**config.mk**
```make
export PLATFORM = sky130hd
export DESIGN_NAME = seven_stage_hazard_tracker_flat
export DESIGN_NICKNAME = d
export VERILOG_FILES = /design/src/rtl/seven_stage_hazard_tracker_pkg.sv /design/src/rtl/seven_stage_hazard_tracker_if.sv /design/src/rtl/seven_stage_hazard_tracker_compare.sv /design/src/rtl/seven_stage_hazard_tracker.sv /design/src/flat_wrapper.sv
export SDC_FILE = /design/constraint.sdc
export NUM_CORES = 1
export LEC_CHECK = 0
export CAP_MARGIN = 0
export CORE_ASPECT_RATIO = 0.6
export CORE_UTILIZATION = 46
export DETAILED_ROUTE_END_ITERATION = 10
export PLACE_DENSITY = 0.79
export SETUP_SLACK_MARGIN = 0.5
export SLEW_MARGIN = 20
export SYNTH_ARGS = -nofsm -noshare
export SYNTH_HDL_FRONTEND = slang
export SYNTH_SLANG_ARGS = --single-unit
```
**constraint.sdc**
```tcl
create_clock -name clock -period 2.2 [get_ports clock]
set_input_delay 0.33 -clock clock [delete_from_list [all_inputs] [get_ports clock]]
set_output_delay 0.33 -clock clock [all_outputs]
set_load 0.02 [all_outputs]
```
**src/rtl/seven_stage_hazard_tracker_pkg.sv**
```systemverilog
// Shared types and constants for the seven-stage hazard tracker.
// One tracker entry describes the destination of an instruction that has
// left decode and sits in execute, memory_issue, memory_receive or writeback.
package seven_stage_hazard_tracker_pkg;

  localparam int REG_ADDR_BITS = 5;
  localparam logic [REG_ADDR_BITS-1:0] ZERO_REG = 5'd0;
  localparam int NUM_STAGES = 4;

  // Stage slots inside the shadow array, youngest first.
  localparam int STAGE_E  = 0;
  localparam int STAGE_MI = 1;
  localparam int STAGE_MR = 2;
  localparam int STAGE_WB = 3;

  typedef struct packed {
    logic                     valid;
    logic [REG_ADDR_BITS-1:0] rd;
    logic                     regwrite;
    logic                     is_load;
  } tracker_entry_t;

  // An empty slot: what execute receives when decode is killed or stalled.
  function automatic tracker_entry_t bubble_entry();
    return '0;
  endfunction

endpackage

```
**src/rtl/seven_stage_hazard_tracker_if.sv**
```systemverilog
// Decode-side bus of the hazard tracker: decode instruction fields in,
// per-stage hazard flags, load-use stall and scan window indication out.
// master = decode/bypass side, slave = the tracker itself.
interface seven_stage_hazard_tracker_if #(
  parameter int ADDRESS_BITS = 32
);
  import seven_stage_hazard_tracker_pkg::*;

  logic                     decode_valid;
  logic [ADDRESS_BITS-1:0]  decode_pc;
  logic [REG_ADDR_BITS-1:0] decode_rs1;
  logic [REG_ADDR_BITS-1:0] decode_rs2;
  logic [REG_ADDR_BITS-1:0] decode_rd;
  logic                     decode_regwrite;
  logic                     decode_mem_read;

  logic rs1_hazard_execute;
  logic rs1_hazard_memory_issue;
  logic rs1_hazard_memory_receive;
  logic rs1_hazard_writeback;
  logic rs2_hazard_execute;
  logic rs2_hazard_memory_issue;
  logic rs2_hazard_memory_receive;
  logic rs2_hazard_writeback;
  logic true_data_hazard;
  logic stall_decode;
  logic scan_active;

  modport master (
    output decode_valid, decode_pc, decode_rs1, decode_rs2, decode_rd,
           decode_regwrite, decode_mem_read,
    input  rs1_hazard_execute, rs1_hazard_memory_issue,
           rs1_hazard_memory_receive, rs1_hazard_writeback,
           rs2_hazard_execute, rs2_hazard_memory_issue,
           rs2_hazard_memory_receive, rs2_hazard_writeback,
           true_data_hazard, stall_decode, scan_active
  );

  modport slave (
    input  decode_valid, decode_pc, decode_rs1, decode_rs2, decode_rd,
           decode_regwrite, decode_mem_read,
    output rs1_hazard_execute, rs1_hazard_memory_issue,
           rs1_hazard_memory_receive, rs1_hazard_writeback,
           rs2_hazard_execute, rs2_hazard_memory_issue,
           rs2_hazard_memory_receive, rs2_hazard_writeback,
           true_data_hazard, stall_decode, scan_active
  );

endinterface

```
**src/rtl/seven_stage_hazard_tracker_compare.sv**
```systemverilog
// Combinational match of one tracked entry against decode's rs1/rs2.
// x0 never matches, so entries with rd==0 are harmless. load_hit flags a
// match on an entry whose data is still in flight from memory.
module seven_stage_hazard_compare
  import seven_stage_hazard_tracker_pkg::*;
(
  input  tracker_entry_t           entry,
  input  logic                     decode_valid,
  input  logic [REG_ADDR_BITS-1:0] rs1,
  input  logic [REG_ADDR_BITS-1:0] rs2,
  output logic                     rs1_hit,
  output logic                     rs2_hit,
  output logic                     load_hit
);

  logic writer;

  // Raw per-source match; priority between stages is the bypass unit's job.
  always_comb begin
    writer   = decode_valid & entry.valid & entry.regwrite;
    rs1_hit  = writer & (rs1 != ZERO_REG) & (entry.rd == rs1);
    rs2_hit  = writer & (rs2 != ZERO_REG) & (entry.rd == rs2);
    load_hit = (rs1_hit | rs2_hit) & entry.is_load;
  end

endmodule

```
**src/rtl/seven_stage_hazard_tracker.sv**
```systemverilog
// Decode-stage hazard tracker for the seven-stage core. Shadows destination
// info for E/MI/MR/WB, drives raw per-stage hazard flags to the bypass unit,
// and raises the load-use stall while inserting bubbles into execute.
// Optional build macro SEVEN_STAGE_HAZARD_STATS_EN adds the stall_cycles and
// bypass_events saturating counters as extra output ports.
// The scan window (scan enabled and cycle count within range) is exported as
// scan_active so a simulation-side monitor can print the snapshot.
module seven_stage_hazard_tracker
  import seven_stage_hazard_tracker_pkg::*;
#(
  parameter int CORE            = 0,
  parameter int ADDRESS_BITS    = 32,
  parameter int SCAN_CYCLES_MIN = 0,
  parameter int SCAN_CYCLES_MAX = 1000
) (
  input  logic clock,
  input  logic reset,
  input  logic flush,
  input  logic freeze,
  input  logic scan,
  seven_stage_hazard_tracker_if.slave bus
`ifdef SEVEN_STAGE_HAZARD_STATS_EN
  ,
  output logic [31:0] stall_cycles,
  output logic [31:0] bypass_events
`endif
);

  localparam logic [31:0] SCAN_MIN = 32'(SCAN_CYCLES_MIN);
  localparam logic [31:0] SCAN_MAX = 32'(SCAN_CYCLES_MAX);

  tracker_entry_t            entries [NUM_STAGES];
  logic [NUM_STAGES-1:0]     rs1_hit;
  logic [NUM_STAGES-1:0]     rs2_hit;
  logic [NUM_STAGES-1:0]     load_hit;
  logic                      data_hazard;
  logic                      insert_bubble;
  logic [31:0]               cycle_count;

  for (genvar s = 0; s < NUM_STAGES; s++) begin : g_compare
    seven_stage_hazard_compare u_compare (
      .entry        (entries[s]),
      .decode_valid (bus.decode_valid),
      .rs1          (bus.decode_rs1),
      .rs2          (bus.decode_rs2),
      .rs1_hit      (rs1_hit[s]),
      .rs2_hit      (rs2_hit[s]),
      .load_hit     (load_hit[s])
    );
  end

  // Load data is only usable from memory_receive onward, so loads in E or MI stall.
  always_comb begin
    data_hazard   = load_hit[STAGE_E] | load_hit[STAGE_MI];
    insert_bubble = flush | data_hazard | ~bus.decode_valid;
  end

  // Drive the bus outputs from the per-stage match vectors.
  always_comb begin
    bus.rs1_hazard_execute        = rs1_hit[STAGE_E];
    bus.rs1_hazard_memory_issue   = rs1_hit[STAGE_MI];
    bus.rs1_hazard_memory_receive = rs1_hit[STAGE_MR];
    bus.rs1_hazard_writeback      = rs1_hit[STAGE_WB];
    bus.rs2_hazard_execute        = rs2_hit[STAGE_E];
    bus.rs2_hazard_memory_issue   = rs2_hit[STAGE_MI];
    bus.rs2_hazard_memory_receive = rs2_hit[STAGE_MR];
    bus.rs2_hazard_writeback      = rs2_hit[STAGE_WB];
    bus.true_data_hazard          = data_hazard;
    bus.stall_decode              = data_hazard | freeze;
    bus.scan_active               = scan & (cycle_count >= SCAN_MIN) &
                                    (cycle_count <= SCAN_MAX);
  end

  // Shadow pipeline: freeze holds everything, otherwise shift and load E.
  always_ff @(posedge clock or negedge reset) begin
    if (!reset) begin
      entries <= '{default: '0};
    end else if (!freeze) begin
      entries[STAGE_WB] <= entries[STAGE_MR];
      entries[STAGE_MR] <= entries[STAGE_MI];
      entries[STAGE_MI] <= entries[STAGE_E];
      if (insert_bubble) begin
        entries[STAGE_E] <= bubble_entry();
      end else begin
        entries[STAGE_E] <= '{valid:    1'b1,
                              rd:       bus.decode_rd,
                              regwrite: bus.decode_regwrite,
                              is_load:  bus.decode_mem_read};
      end
    end
  end

  // Free-running cycle counter that defines the scan window.
  always_ff @(posedge clock or negedge reset) begin
    if (!reset) begin
      cycle_count <= '0;
    end else begin
      cycle_count <= cycle_count + 32'd1;
    end
  end

`ifdef SEVEN_STAGE_HAZARD_STATS_EN
  // Saturating counts of load-use stall cycles and cycles that need a bypass.
  always_ff @(posedge clock or negedge reset) begin
    if (!reset) begin
      stall_cycles  <= '0;
      bypass_events <= '0;
    end else if (!freeze) begin
      if (data_hazard && (stall_cycles != 32'hFFFF_FFFF)) begin
        stall_cycles <= stall_cycles + 32'd1;
      end
      if (!data_hazard && ((|rs1_hit) || (|rs2_hit)) &&
          (bypass_events != 32'hFFFF_FFFF)) begin
        bypass_events <= bypass_events + 32'd1;
      end
    end
  end
`endif

endmodule

```
**src/flat_wrapper.sv**
```systemverilog
// flat-port wrapper written by rule: the top's interface ports become plain ports
module seven_stage_hazard_tracker_flat import seven_stage_hazard_tracker_pkg::*;
#(
  parameter int CORE            = 0,
  parameter int ADDRESS_BITS    = 32,
  parameter int SCAN_CYCLES_MIN = 0,
  parameter int SCAN_CYCLES_MAX = 1000
)
  (clock, reset, flush, freeze, scan, bus_decode_valid, bus_decode_pc, bus_decode_rs1, bus_decode_rs2, bus_decode_rd, bus_decode_regwrite, bus_decode_mem_read, bus_rs1_hazard_execute, bus_rs1_hazard_memory_issue, bus_rs1_hazard_memory_receive, bus_rs1_hazard_writeback, bus_rs2_hazard_execute, bus_rs2_hazard_memory_issue, bus_rs2_hazard_memory_receive, bus_rs2_hazard_writeback, bus_true_data_hazard, bus_stall_decode, bus_scan_active);
  seven_stage_hazard_tracker_if #(.ADDRESS_BITS(ADDRESS_BITS)) bus_i ();
  input  logic clock;
  input  logic reset;
  input  logic flush;
  input  logic freeze;
  input  logic scan;
  input wire logic [$bits(bus_i.decode_valid)-1:0] bus_decode_valid;
  input wire logic [$bits(bus_i.decode_pc)-1:0] bus_decode_pc;
  input wire logic [$bits(bus_i.decode_rs1)-1:0] bus_decode_rs1;
  input wire logic [$bits(bus_i.decode_rs2)-1:0] bus_decode_rs2;
  input wire logic [$bits(bus_i.decode_rd)-1:0] bus_decode_rd;
  input wire logic [$bits(bus_i.decode_regwrite)-1:0] bus_decode_regwrite;
  input wire logic [$bits(bus_i.decode_mem_read)-1:0] bus_decode_mem_read;
  output wire logic [$bits(bus_i.rs1_hazard_execute)-1:0] bus_rs1_hazard_execute;
  output wire logic [$bits(bus_i.rs1_hazard_memory_issue)-1:0] bus_rs1_hazard_memory_issue;
  output wire logic [$bits(bus_i.rs1_hazard_memory_receive)-1:0] bus_rs1_hazard_memory_receive;
  output wire logic [$bits(bus_i.rs1_hazard_writeback)-1:0] bus_rs1_hazard_writeback;
  output wire logic [$bits(bus_i.rs2_hazard_execute)-1:0] bus_rs2_hazard_execute;
  output wire logic [$bits(bus_i.rs2_hazard_memory_issue)-1:0] bus_rs2_hazard_memory_issue;
  output wire logic [$bits(bus_i.rs2_hazard_memory_receive)-1:0] bus_rs2_hazard_memory_receive;
  output wire logic [$bits(bus_i.rs2_hazard_writeback)-1:0] bus_rs2_hazard_writeback;
  output wire logic [$bits(bus_i.true_data_hazard)-1:0] bus_true_data_hazard;
  output wire logic [$bits(bus_i.stall_decode)-1:0] bus_stall_decode;
  output wire logic [$bits(bus_i.scan_active)-1:0] bus_scan_active;
  assign bus_i.decode_valid = bus_decode_valid;
  assign bus_i.decode_pc = bus_decode_pc;
  assign bus_i.decode_rs1 = bus_decode_rs1;
  assign bus_i.decode_rs2 = bus_decode_rs2;
  assign bus_i.decode_rd = bus_decode_rd;
  assign bus_i.decode_regwrite = bus_decode_regwrite;
  assign bus_i.decode_mem_read = bus_decode_mem_read;
  assign bus_rs1_hazard_execute = bus_i.rs1_hazard_execute;
  assign bus_rs1_hazard_memory_issue = bus_i.rs1_hazard_memory_issue;
  assign bus_rs1_hazard_memory_receive = bus_i.rs1_hazard_memory_receive;
  assign bus_rs1_hazard_writeback = bus_i.rs1_hazard_writeback;
  assign bus_rs2_hazard_execute = bus_i.rs2_hazard_execute;
  assign bus_rs2_hazard_memory_issue = bus_i.rs2_hazard_memory_issue;
  assign bus_rs2_hazard_memory_receive = bus_i.rs2_hazard_memory_receive;
  assign bus_rs2_hazard_writeback = bus_i.rs2_hazard_writeback;
  assign bus_true_data_hazard = bus_i.true_data_hazard;
  assign bus_stall_decode = bus_i.stall_decode;
  assign bus_scan_active = bus_i.scan_active;
  seven_stage_hazard_tracker #(.CORE(CORE), .ADDRESS_BITS(ADDRESS_BITS), .SCAN_CYCLES_MIN(SCAN_CYCLES_MIN), .SCAN_CYCLES_MAX(SCAN_CYCLES_MAX)) u_core (.clock(clock), .reset(reset), .flush(flush), .freeze(freeze), .scan(scan), .bus(bus_i));
endmodule
```
==> results.py <==
metrics = {
    "logic_synthesis": {
        "postSynthAreaPerCell_um2": 11.1,
        "synth_warnings": 0,
        "yosys_most_used_dff": "dfrtp_1",
        "synth_area_leaders": "dfrtp_1 (48%), xnor2_1 (13%), mux2_2 (7.7%)",
        "postSynth.asyncResetShare_pct": 100,
        "synth_edf_count": 0,
        "syn_inst": 291,
        "synth_top_area_share_pct": 48.0,
        "synth_fp_nets": 348,
        "netlist-cell-type-count": 33,
        "synthTopCellsByCount": "dfrtp_1 (62), xnor2_1 (49), mux2_2 (22), nand2_1 (22), xor2_1 (21)",
        "yosysTopAreaCell": "dfrtp_1",
        "synth_seq_cells": 62,
        "synth_area_um2": 3240,
        "synth.yosys.seq_area_share_pct": 48.0,
        "yosysMostFrequentCell": "dfrtp_1",
    },
    "setup_path": {
        "cp_cell_sequence": "buf_6, or4_4, nor2_4, nor4_4, o21a_1, or3_4, buf_6",
        "crit_type": "primary input to output port",
        "cp.required_ns": 1.87,
        "critPathTopFamily": "simple AND/OR/NAND/NOR gates",
        "cp_slowest_cell": "or4_4",
        "crit_top_cell": "buf_6",
        "cpPeakStageDelay_ns": 0.53,
        "cp_max_fo": 3,
        "endpoint_kind": "output port",
        "crit_path_start_kind": "primary input",
        "cp.buffers_inverters": 2,
        "cp.arrival_ns": 1.98,
    },
    "detailed_routing": {
        "drc": 0,
        "vias": 2870,
        "viasPerCell": 5.93,
        "drt_first_iter_violations": 194,
        "first_pass_iters": 4,
        "wirelength_mm": 11.0,
        "routedWlPerCell_um": 22.8,
        "ant_nets": 0,
    },
    "timing": {
        "fin_worst_skew_ns": 0.00816,
        "setup_violations": 2,
        "max_freq_ghz": 0.433,
        "worst_slew_pin_slew_ns": 0.634,
        "rsz0062_at_grt": "yes",
        "fin_crit_ns": 2.31,
        "fin_ws_ns": -0.109,
        "slew-limit-headroom_pct": 57.8,
        "slew_viol_final": 0,
        "finalHoldViolations": 0,
        "whs_ns": 0.0188,
        "timing.final.crit_share_pct": 105,
    },
    "placement": {
        "port-buffer-count": 33,
        "dp_hpwl_mm": 5.75,
        "place_area_um2": 3990,
        "gp_congestion": 0.910,
        "place_worst_setup_slack_ns": -0.876,
    },
    "clock_tree": {
        "path_clk_slew_ns": 0.06,
        "clkLatencyLatePin_ns": 0.33,
        "cts_tree": "done",
        "cts.sinks": 62,
        "cts_hold_buf": 0,
        "cts_buffers": 9,
        "clock_path_buffers": 2,
        "root_buffer": "clkbuf_16",
        "htreeDepth": 3,
    },
    "cells_and_area": {
        "syn_to_final_growth_pct": 53.6,
        "final_nets": 451,
        "stdcell_area_um2": 4970,
        "layout-drive-gt1-share_pct": 50.1,
        "postLayoutCoreUtil_pct": 73.8,
        "diodes": 0,
    },
    "floorplanning": {
        "core_area_um2": 6730,
        "die-area_um2": 7380,
        "ioPinCount": 66,
        "rows": 23,
        "initial_utilization_pct": 48.0,
        "die_x_um": 110,
        "die_h_um": 67.0,
    },
    "power": {
        "p_per_area_nw_per_um2": 625,
        "p_leak_uw": 0.00230,
        "ir_drop_mv": 0.457,
    },
    "grt": {
        "grt_use_total_pct": 26.8,
        "grt_pass1_vias": 2691,
        "grt_max_degree": 39,
        "grt_overflow": 0,
        "antenna_found_initial": 0,
        "grt_pass1_wl_mm": 14.0,
    },
    "hold_path": {
        "hold_class": "primary input to asynchronous set/reset pin",
    },
    "status": {
        "violations": "negative setup slack",
        "status": "finished with violations",
    },
    "job": {
        "maxCapViolCount": 0,
    },
}
-- report_power, final --
group	switching [µW]	total, µW	internal (µW)
clock network	530	1460	926
registers	62.8	1250	1190
logic	183	397	214
total	776	3110	2330
-- state kept, by name (all words and copies together), names as in the netlist --
register and count:
u_core.entries 30, u_core.cycle_count 32
-- timing repair --
action,in CTS,in global routing
setup endpoints to repair,33,36
buffers inserted,20,11
cloned,0,0
pin swaps,49,28
resized for setup,136,60
-- kinds of logic (layout without fill, tap and decap cells) --
logic type	Yosys count	count (layout)	synth area share, %
compound gates	12	12	2.98
buf+inv	21	127	3.33
fa+ha+maj	2	2	0.773
xor+xnor	70	70	18.9
flops	62	62	48.0
simple gates	102	102	18.4
mux	22	22	7.66
-- area by class of cell --
class	count	area [µm²]
flip-flops and latches	62	1560
repair buffers	109	956
inverters	4	15.0
fillers	391	1770
multi-input cells	208	2030
clock buffers	11	253
clock inverters	3	45.0
well taps	87	109
-- final timing paths --
check	start	to	slack, ns	cells past startpoint
setup / recovery	bus_decode_rs2[4]	bus_stall_decode	-0.11	7
hold / removal	reset	u_core.entries[17]$_DFFE_PN0N_	0.02	1
setup reg to reg	u_core.cycle_count[6]$_DFF_PN0_	u_core.cycle_count[30]$_DFF_PN0_	0.16	5
hold reg to reg	u_core.entries[16]$_DFFE_PN0N_	u_core.entries[16]$_DFFE_PN0N_	0.51	1
max in group asynchronous	reset	u_core.entries[18]$_DFFE_PN0N_	1.55	2
min in group clock	u_core.entries[16]$_DFFE_PN0N_	u_core.entries[16]$_DFFE_PN0N_	0.51	1
-- placed cells by master, fill, tap and decap left out, types with 3 or more instances in the layout --
master           Yosys  layout
and3_1               7       6
buf_2                2       5
buf_4                1      59
buf_6                3      28
clkbuf_16            0       9
clkdlybuf4s50_1      0      10
dfrtp_1             62      57
dfrtp_2              0       5
inv_1                4       3
mux2_2              22      22
nand2_1             22      18
nand3_1              8       5
nand3b_1             7       7
nand4_1             20      20
nor2_1               9       4
nor2_4               2       6
nor4_2               1       3
nor4_4               0       7
o31ai_4              0       7
or4_4                3       3
xnor2_1             49      38
xnor2_2              0      11
xor2_1              21      19
-- stage by stage --
step | total power, µW | instances | TNS, ns
after floorplan | 1440 | 291 | -0.0789
after detailed placement | 1600 | 439 | -6.26
final | 3110 | 484 | -0.213
after global placement | 1580 | 439 | -5.49
after global routing | 3180 | 484 | -0.241
after CTS | 3030 | 473 | -0.276
-- layer usage --
layer	up-vias	track usage (%)	share of wire, %
met5	-	0	0
met4	0	11.3	3.3
met3	32	7.63	7.9
met2	160	39.4	47
met1	1452	36.7	42
li1	1226	-	-
No activity file was read; power rests on OpenSTA's default activity.
